[src/rtl/fifo_packet_writer.sv]
// ============================================================================
// Module      : fifo_packet_writer
// Description : Frames an ingress byte stream into length-prefixed packets and
//               writes them slot by slot into fifo_memory, tracking occupancy.
// Revision    : 1.0 - initial release
// ============================================================================
`default_nettype none

module fifo_packet_writer #(
    parameter int DEPTH     = 3,
    parameter int WIDTH     = 11,
    parameter int UWIDTH    = 8,
    parameter int PTR_SZ    = 2,
    parameter int PTR_IN_SZ = 4
) (
    input  logic                 clk,
    input  logic                 rst_n,
    input  logic                 in_valid,
    input  logic [UWIDTH-1:0]    in_data,
    output logic                 in_ready,
    output logic                 write_en,
    output logic [PTR_SZ-1:0]    waddr,
    output logic [PTR_IN_SZ-1:0] waddr_in,
    output logic [UWIDTH-1:0]    wdata,
    output logic                 pkt_done,
    output logic [PTR_SZ-1:0]    pkt_slot,
    output logic [PTR_IN_SZ-1:0] pkt_len,
    input  logic                 slot_release,
    output logic [PTR_SZ-1:0]    count,
    output logic                 full,
    output logic                 empty,
    output logic                 len_err
);

    typedef enum logic [0:0] {
        ST_IDLE  = 1'b0,
        ST_WRITE = 1'b1
    } state_t;

    localparam logic [PTR_IN_SZ-1:0] C_MAX_LEN   = PTR_IN_SZ'(WIDTH);
    localparam logic [PTR_IN_SZ-1:0] C_ONE_LEN   = PTR_IN_SZ'(1);
    localparam logic [PTR_SZ-1:0]    C_LAST_SLOT = PTR_SZ'(DEPTH - 1);
    localparam logic [PTR_SZ-1:0]    C_FULL_CNT  = PTR_SZ'(DEPTH);

    state_t                 state_q,    state_d;
    logic [PTR_SZ-1:0]      wptr_q,     wptr_d;
    logic [PTR_IN_SZ-1:0]   idx_q,      idx_d;
    logic [PTR_IN_SZ-1:0]   len_q,      len_d;
    logic [PTR_SZ-1:0]      count_q,    count_d;
    logic                   write_en_q, write_en_d;
    logic [PTR_SZ-1:0]      waddr_q,    waddr_d;
    logic [PTR_IN_SZ-1:0]   waddr_in_q, waddr_in_d;
    logic [UWIDTH-1:0]      wdata_q,    wdata_d;
    logic                   pkt_done_q, pkt_done_d;
    logic [PTR_SZ-1:0]      pkt_slot_q, pkt_slot_d;
    logic [PTR_IN_SZ-1:0]   pkt_len_q,  pkt_len_d;
    logic                   len_err_q,  len_err_d;

    logic                   w_accept;
    logic                   w_commit;
    logic                   w_release;
    logic [PTR_IN_SZ-1:0]   w_hdr_len;
    logic [PTR_SZ-1:0]      w_wptr_next;

    assign full      = (count_q == C_FULL_CNT);
    assign empty     = (count_q == '0);
    // Only a header needs a free slot; payload bytes belong to the slot in flight.
    assign in_ready  = rst_n && ((state_q == ST_WRITE) || !full);
    assign w_accept  = in_valid && in_ready;
    assign w_hdr_len = in_data[PTR_IN_SZ-1:0];
    assign w_wptr_next = (wptr_q == C_LAST_SLOT) ? '0 : wptr_q + 1'b1;

    always_comb begin
        state_d    = state_q;
        wptr_d     = wptr_q;
        idx_d      = idx_q;
        len_d      = len_q;
        write_en_d = 1'b0;
        waddr_d    = waddr_q;
        waddr_in_d = waddr_in_q;
        wdata_d    = wdata_q;
        pkt_done_d = 1'b0;
        pkt_slot_d = pkt_slot_q;
        pkt_len_d  = pkt_len_q;
        len_err_d  = 1'b0;
        w_commit   = 1'b0;

        case (state_q)
            ST_IDLE: begin
                if (w_accept) begin
                    if ((w_hdr_len == '0) || (w_hdr_len > C_MAX_LEN)) begin
                        len_err_d = 1'b1;
                    end else begin
                        write_en_d = 1'b1;
                        waddr_d    = wptr_q;
                        waddr_in_d = '0;
                        wdata_d    = in_data;
                        if (w_hdr_len == C_ONE_LEN) begin
                            w_commit  = 1'b1;
                            pkt_len_d = w_hdr_len;
                        end else begin
                            len_d   = w_hdr_len;
                            idx_d   = C_ONE_LEN;
                            state_d = ST_WRITE;
                        end
                    end
                end
            end
            ST_WRITE: begin
                if (w_accept) begin
                    write_en_d = 1'b1;
                    waddr_d    = wptr_q;
                    waddr_in_d = idx_q;
                    wdata_d    = in_data;
                    if (idx_q == (len_q - 1'b1)) begin
                        w_commit  = 1'b1;
                        pkt_len_d = len_q;
                        idx_d     = '0;
                        state_d   = ST_IDLE;
                    end else begin
                        idx_d = idx_q + 1'b1;
                    end
                end
            end
            default: begin
                state_d = ST_IDLE;
            end
        endcase

        if (w_commit) begin
            pkt_done_d = 1'b1;
            pkt_slot_d = wptr_q;
            wptr_d     = w_wptr_next;
        end
    end

    // A release with nothing committed is ignored; commit and release cancel.
    always_comb begin
        w_release = slot_release && (count_q != '0);
        count_d   = count_q;
        case ({w_commit, w_release})
            2'b10:   count_d = count_q + 1'b1;
            2'b01:   count_d = count_q - 1'b1;
            default: count_d = count_q;
        endcase
    end

    always_ff @(posedge clk or negedge rst_n) begin
        if (!rst_n) begin
            state_q    <= ST_IDLE;
            wptr_q     <= '0;
            idx_q      <= '0;
            len_q      <= '0;
            count_q    <= '0;
            write_en_q <= 1'b0;
            waddr_q    <= '0;
            waddr_in_q <= '0;
            wdata_q    <= '0;
            pkt_done_q <= 1'b0;
            pkt_slot_q <= '0;
            pkt_len_q  <= '0;
            len_err_q  <= 1'b0;
        end else begin
            state_q    <= state_d;
            wptr_q     <= wptr_d;
            idx_q      <= idx_d;
            len_q      <= len_d;
            count_q    <= count_d;
            write_en_q <= write_en_d;
            waddr_q    <= waddr_d;
            waddr_in_q <= waddr_in_d;
            wdata_q    <= wdata_d;
            pkt_done_q <= pkt_done_d;
            pkt_slot_q <= pkt_slot_d;
            pkt_len_q  <= pkt_len_d;
            len_err_q  <= len_err_d;
        end
    end

    assign write_en = write_en_q;
    assign waddr    = waddr_q;
    assign waddr_in = waddr_in_q;
    assign wdata    = wdata_q;
    assign pkt_done = pkt_done_q;
    assign pkt_slot = pkt_slot_q;
    assign pkt_len  = pkt_len_q;
    assign count    = count_q;
    assign len_err  = len_err_q;

endmodule

`default_nettype wire

[config.mk]
export PLATFORM = sky130hd
export DESIGN_NAME = fifo_packet_writer
export DESIGN_NICKNAME = d
export VERILOG_FILES = /design/src/rtl/fifo_packet_writer.sv
export SDC_FILE = /design/constraint.sdc
export NUM_CORES = 1
export LEC_CHECK = 0
export ABC_AREA = 1
export BUFFER_PORTS_ARGS = -buffer_cell sky130_fd_sc_hd__buf_2
export CAP_MARGIN = 20
export CELL_PAD_IN_SITES_DETAIL_PLACEMENT = 0
export CELL_PAD_IN_SITES_GLOBAL_PLACEMENT = 1
export CORE_MARGIN = 3
export CORE_UTILIZATION = 42
export CTS_CLUSTER_DIAMETER = 50
export DETAILED_ROUTE_END_ITERATION = 8
export HOLD_SLACK_MARGIN = 0.03
export PLACE_DENSITY = 0.8
export SYNTH_ARGS = -nofsm -noshare
export SYNTH_HDL_FRONTEND = slang
export SYNTH_SLANG_ARGS = --single-unit
[constraint.sdc]
create_clock -name clk -period 3.49 [get_ports clk]
set_input_delay 0.349 -clock clk [delete_from_list [all_inputs] [get_ports clk]]
set_output_delay 0.349 -clock clk [all_outputs]
set_load 0.05 [all_outputs]
==> results of run 1 <==
state kept, by name, indices dropped and copies added (netlist names):
name / cells
wdata: 8
write_en: 1
pkt_done: 1
len_err: 1
len_q: 4
waddr_in: 4
count: 2
idx_q: 4
pkt_len: 4
pkt_slot: 2
waddr: 2
state_q: 1
wptr_q: 2
worst max path at each step:
stage / startpoint / end / cells past startpoint
global route: len_q[0]$_DFFE_PN0P_ / count[1]$_DFFE_PN0P_ / 11
floorplan: count[0]$_DFFE_PN0P_ / count[1]$_DFFE_PN0P_ / 10
detailed placement: len_q[0]$_DFFE_PN0P_ / count[1]$_DFFE_PN0P_ / 11
finish: len_q[0]$_DFFE_PN0P_ / count[1]$_DFFE_PN0P_ / 11
CTS: len_q[0]$_DFFE_PN0P_ / count[1]$_DFFE_PN0P_ / 11
global placement: len_q[0]$_DFFE_PN0P_ / count[1]$_DFFE_PN0P_ / 11
cells in the mapped netlist:
library cell   n
a21boi_1       1
a21oi_1        2
a21oi_4        1
a22o_1         1
buf_2          1
buf_4          1
buf_6          1
clkbuf_1       1
clkinv_1       1
dfrtp_1       36
ha_1           3
inv_1         15
inv_2          6
nand2_1       76
nand2_2        2
nand2_4        1
nand3_1       12
nand3_2        2
nand4_1        3
nor2_1        11
nor3_4         1
o21ai_0        6
o21ai_1       12
o21ai_2        1
xnor2_1        4
xor2_1         2
cells by family after synthesis:
family | share of synthesized area (%)
flops | 52.7
fa+ha+maj | 2.20
compound gates | 8.28
xor+xnor | 3.08
buf+inv | 6.45
simple gates | 27.3
per-layer routing:
layer	track usage, %	vias up	share of wire [%]
met5	0	-	0
met2	24.3	36	43
li1	-	727	-
met3	4.35	6	6.5
met1	23.5	654	49
met4	5.74	0	1.6
where the power goes:
part | leakage [nW] | switching [mW] | internal [mW]
clock | 0.0552 | 0.143 | 0.212
sequential | 0.445 | 0.0750 | 0.499
combinational | 0.672 | 0.403 | 0.145
total | 1.17 | 0.621 | 0.856
final cells by class:
type / count / area share, %
Timing Repair Buffer: 40 / 9.88
Clock buffer: 6 / 3.54
Multi-Input combinational cell: 141 / 34.0
Clock inverter: 2 / 1.71
Sequential cell: 36 / 43.9
Tap cell: 48 / 2.93
Inverter: 22 / 4.03
per-stage QoR:
step | total power, mW | worst slack [ns] | cell area (µm²) | utilization (%)
2_1_floorplan | 1.00 | 1.12 | 1710 | -
5_1_grt | 1.57 | 0.926 | 2050 | 54.0
3_3_place_gp | 1.13 | 1.24 | 1940 | 51.2
6_report | 1.48 | 1.16 | 2050 | 54.0
4_1_cts | 1.50 | 1.13 | 2050 | 54.0
3_5_place_dp | 1.13 | 1.17 | 1940 | 51.2
==> run summary, run 1 <==
Status = finished, final reports clean
IO Port Bufs = 39
Worst Setup End Kind = register
Worst Hold Slack = 0.125 ns
CP bufs+invs = 1
Peak Freq = 430 MHz
H-tree levels = 2
Sink Count = 36
Delay-heaviest family, CP = adder cells
Setup bufs post-CTS = 0
Slew Limit Headroom = 52.6%
PwrDens = 720 mW/mm²
Register area share after synthesis = 52.7%
Critical Path Max Stage Delay = 0.40 ns
Leak = 1.17 nW
Cell Area, Synth = 0.00171 mm²
Capturing point of the worst reg2reg path = count[1]$_DFFE_PN0P_
Vias in the first global route = 1354
Slowest cell on the critical path = dfrtp_1
Post-cts repair resize count = 0
Crit share post-route = 66.7%
Area grow syn2layout = 20.1%
Clock buffer depth = 2
Largest net degree at the start of global routing = 37
Syn_area_per_cell = 8.41 µm²
Row count = 22
Final hold violations = 0
Most frequent cells in the layout = nand2_1 (76), buf_2 (39), dfrtp_1 (36)
R2R setup slack = 1.16 ns
Final Critical Period = 2.33 ns
Initial core utilization = 45.0%
Fillers = 366
Die W = 69.8 µm
Boundary Pins = 40
First-pass DRT Iterations = 4
Clock latency at the later pin of the worst-skew pair = 0.29 ns
Maximum VDD drop = 0.285 mV
Net Count, Synth = 218
Area of the multi-input gates = 697 µm²
DR WL/cell = 12.2 µm
CP required = 3.66 ns
Vias = 1423
Worst Max-Slew Pin Slew = 0.709 ns
Max-cap violations = 0
Placed Cells incl. Taps = 287
CTS clk-pin slew, worst paths = 0.07 ns
Worst path arrival time = 2.50 ns
Commonest non-fill, non-tap cell in the layout = nand2_1
Synth Register Bits = 36
Final setup vio count = 0
Worst Skew = 0.00726 ns
Final Max Tran Viols = 0
Non-filler cells, final = 295
Top fanout value on the critical path = 11
Yosys cell types = 26
Die Area = 0.00487 mm²
CP cell instances = inv_1, ha_1, xnor2_1, nor2_1, nand3_2, nand2_2, nand2_4, ha_1, a21oi_1, o21ai_0, xnor2_1
CTS tree = built
Fraction of layout cells with a size suffix above 1 = 24.7%
DPL Wire Length = 2740 µm
FF-to-FF Start = len_q[0]$_DFFE_PN0P_
RSZ-0062 raised after global routing = false
Initial drt markers = 43
Diodes inserted = 0
Post-synth top area share = 52.7%
Die height = 69.8 µm
Crit path kind = register to register
Core area = 0.00380 mm²
Post-cts hold buffer count = 0
Total CTS buffers = 5
DRT Wirelength = 3590 µm
DRT antenna net count = 0
Critical Path Source Type = register
Initial antenna violation count = 0
Vias per cell = 4.82
First-pass GRT wire length = 6480 µm
Final Wtd Congestion = 0.797
Post-synth top area cell = dfrtp_1
Register area = 901 µm²
Tot GR Track Use = 16.5%
DRC = 0
GR Overflow Total = 0
Worst Hold Class = input port to async pin
Post-Route Setup TNS = 0 ns
Syn. warnings = 0
Area contributors post-synth = dfrtp_1 (53%), nand2_1 (17%), nand3_1 (3.5%)
Nets = 261
Clock root buffer = clkbuf_8
Cells after synthesis = 203
Worst r2r path cells = 11
(Power assumes the default switching activity.)
==> inputs of run 2 (changes only) <==
--- a/config.mk
+++ b/config.mk
@@ -11,11 +11,11 @@
 export CELL_PAD_IN_SITES_DETAIL_PLACEMENT = 0
 export CELL_PAD_IN_SITES_GLOBAL_PLACEMENT = 1
 export CORE_MARGIN = 3
-export CORE_UTILIZATION = 42
+export CORE_UTILIZATION = 39
 export CTS_CLUSTER_DIAMETER = 50
 export DETAILED_ROUTE_END_ITERATION = 8
 export HOLD_SLACK_MARGIN = 0.03
-export PLACE_DENSITY = 0.8
+export PLACE_DENSITY = 0.75
 export SYNTH_ARGS = -nofsm -noshare
 export SYNTH_HDL_FRONTEND = slang
 export SYNTH_SLANG_ARGS = --single-unit
==> constraint.sdc (replaced) <==
create_clock -name clk -period 2.3 [get_ports clk]
set_input_delay 0.23 -clock clk [delete_from_list [all_inputs] [get_ports clk]]
set_output_delay 0.23 -clock clk [all_outputs]
set_load 0.05 [all_outputs]
==> run 2 against run 1 <==
  * Cell area grew 1.5%
  * Register-to-register slack got worse by 0.98 ns
  * Global-route usage is essentially flat
  * Hold slack worse by 0.089 ns
  * Setup slack got worse by 0.98 ns
  * Final cell count increased by 2.0%
  * Die area increased by 7.0%
  * Via count increased by 0.98%
  * Combinational power grew 53%
  * Utilization decreased by 3.4 points
  * Clock-buffer cell count up 1
  * Largest cell class unchanged
==> run summary, run 2 (same netlist as run 1, synthesis figures left out) <==
Worst Setup End Kind = register
Total CTS buffers = 5
Worst Setup SP = len_q[0]$_DFFE_PN0P_
GR Overflow Total = 0
IO Port Bufs = 39
DPL Wire Length = 2830 µm
DRT antenna net count = 0
Fillers = 430
Max-cap violations = 0
Cell internal pwr = 1.25 mW
DR WL/cell = 12.6 µm
Max FFs per register = 8
Vias per cell = 4.77
Commonest non-fill, non-tap cell in the layout = nand2_1
Critical Path Source Type = register
Clock buffer depth = 2
Post-cts repair resize count = 0
Worst Max-Slew Pin Slew = 0.458 ns
Sw Share = 42.7%
PwrDens = 1050 mW/mm²
Status = finished, final reports clean
Die Area = 0.00521 mm²
CTS clk-pin slew, worst paths = 0.07 ns
RSZ-0062 raised after global routing = false
Most frequent cells in the layout = nand2_1 (76), buf_2 (39), dfrtp_1 (34)
Initial antenna violation count = 0
Register area = 903 µm²
Capturing point of the worst reg2reg path = count[1]$_DFFE_PN0P_
FF-to-FF Start = len_q[0]$_DFFE_PN0P_
Die height = 72.2 µm
CTS tree = built
Top fanout value on the critical path = 4
H-tree levels = 2
R2R setup slack = 0.18 ns
Post-Route Setup TNS = 0 ns
Final setup vio count = 0
Clk network pwr share = 21.8%
Boundary Pins = 40
DRC = 0
Worst setup endpoint = count[1]$_DFFE_PN0P_
Post-cts hold buffer count = 0
Peak Freq = 472 MHz
First-pass GRT wire length = 6690 µm
Crit share post-route = 92.1%
Diodes inserted = 0
Worst Hold Slack = 0.0353 ns
Worst path arrival time = 2.29 ns
Initial drt markers = 137
Final Critical Period = 2.12 ns
Die W = 72.2 µm
Final Max Tran Viols = 0
DRT Wirelength = 3780 µm
Leak = 1.19 nW
Row count = 23
Slew Limit Headroom = 69.5%
Worst Skew = 0.00277 ns
Area of the multi-input gates = 697 µm²
Tot GR Track Use = 16.5%
Fraction of layout cells with a size suffix above 1 = 27.1%
Largest net degree at the start of global routing = 37
Crit path kind = register to register
Vias in the first global route = 1460
Nets = 266
Sink Count = 36
Setup bufs post-CTS = 0
Placed Cells incl. Taps = 294
Maximum VDD drop = 0.391 mV
Area grow syn2layout = 21.9%
First-pass DRT Iterations = 4
Initial core utilization = 41.5%
Final Util = 50.6%
Comb pwr share = 38.4%
Non-filler cells, final = 301
Register share of total power = 39.8%
P_sw = 934 µW
Clock root buffer = clkbuf_8
Worst Hold Class = input port to async pin
Final hold violations = 0
Clock latency at the later pin of the worst-skew pair = 0.28 ns
Vias = 1437
Core area = 0.00412 mm²
CP required = 2.47 ns
Final Wtd Congestion = 0.849
Worst r2r path cells = 11
Total power = 2.19 mW
==> run 2: changes by cell type in the layout (fill, tap and decap cells not counted) <==
| cell | delta |
|---|---|
| clkbuf_1 | -1 |
| dfrtp_2 | +2 |
| clkinv_2 | -1 |
| bufinv_16 | -1 |
| buf_4 | +5 |
| dfrtp_1 | -2 |
| clkbuf_8 | +2 |
==> run 2: critical path, stage by stage (launching register included) <==
cell and delay, ns:
dfrtp_1 0.40, inv_1 0.09, ha_1 0.31, xnor2_1 0.12
nor2_1 0.12, nand3_2 0.14, nand2_2 0.11, nand2_4 0.05
ha_1 0.31, a21oi_1 0.11, o21ai_0 0.10, xnor2_1 0.13
==> run 2: stage by stage <==
stage	setup slack [ns]	cell area, µm²
finish	0.181	2080
global route	0.0290	2080
CTS	0.170	2080
detailed placement	0.183	1990
global placement	0.242	1990
floorplan	0.0748	1710
==> run 2: how the worst min path moves through the flow <==
stage / slack [ns] / start / cells after the start / end
after detailed placement: 0.36 / rst_n / 2 / wptr_q[0]$_DFFE_PN0P_
after CTS: 0.05 / rst_n / 2 / pkt_len[1]$_DFFE_PN0P_
after global routing: 0.07 / rst_n / 2 / wptr_q[0]$_DFFE_PN0P_
final: 0.04 / rst_n / 2 / wptr_q[0]$_DFFE_PN0P_
after global placement: 0.36 / rst_n / 2 / pkt_done$_DFF_PN0_
after floorplan: -0.07 / rst_n / 0 / count[0]$_DFFE_PN0P_
==> run 2: area by class of cell <==
class,instances,area share (%)
sequential,36,43.4
multi-input combinational,141,33.5
timing repair buffer,45,11.5
clock buffer,7,4.63
inverter,22,3.97
tap,50,3.00
==> run 2: metal layers <==
layer,wire (µm),vias up,global-route usage (%)
met4,62,0,7.52
met3,216,7,3.60
met2,1630,33,27.2
met5,0,-,0
li1,-,735,-
met1,1870,662,20.7
==> run 2: power by group through the flow <==
| stage | Combinational (mW) | Sequential (mW) | Clock (mW) |
|---|---|---|---|
| 2_1_floorplan | 0.359 | 1.16 | 0 |
| 3_3_place_gp | 0.844 | 0.884 | 0 |
| 3_5_place_dp | 0.850 | 0.883 | 0 |
| 4_1_cts | 0.851 | 0.871 | 0.494 |
| 5_1_grt | 0.920 | 0.890 | 0.511 |
| 6_report | 0.840 | 0.871 | 0.476 |
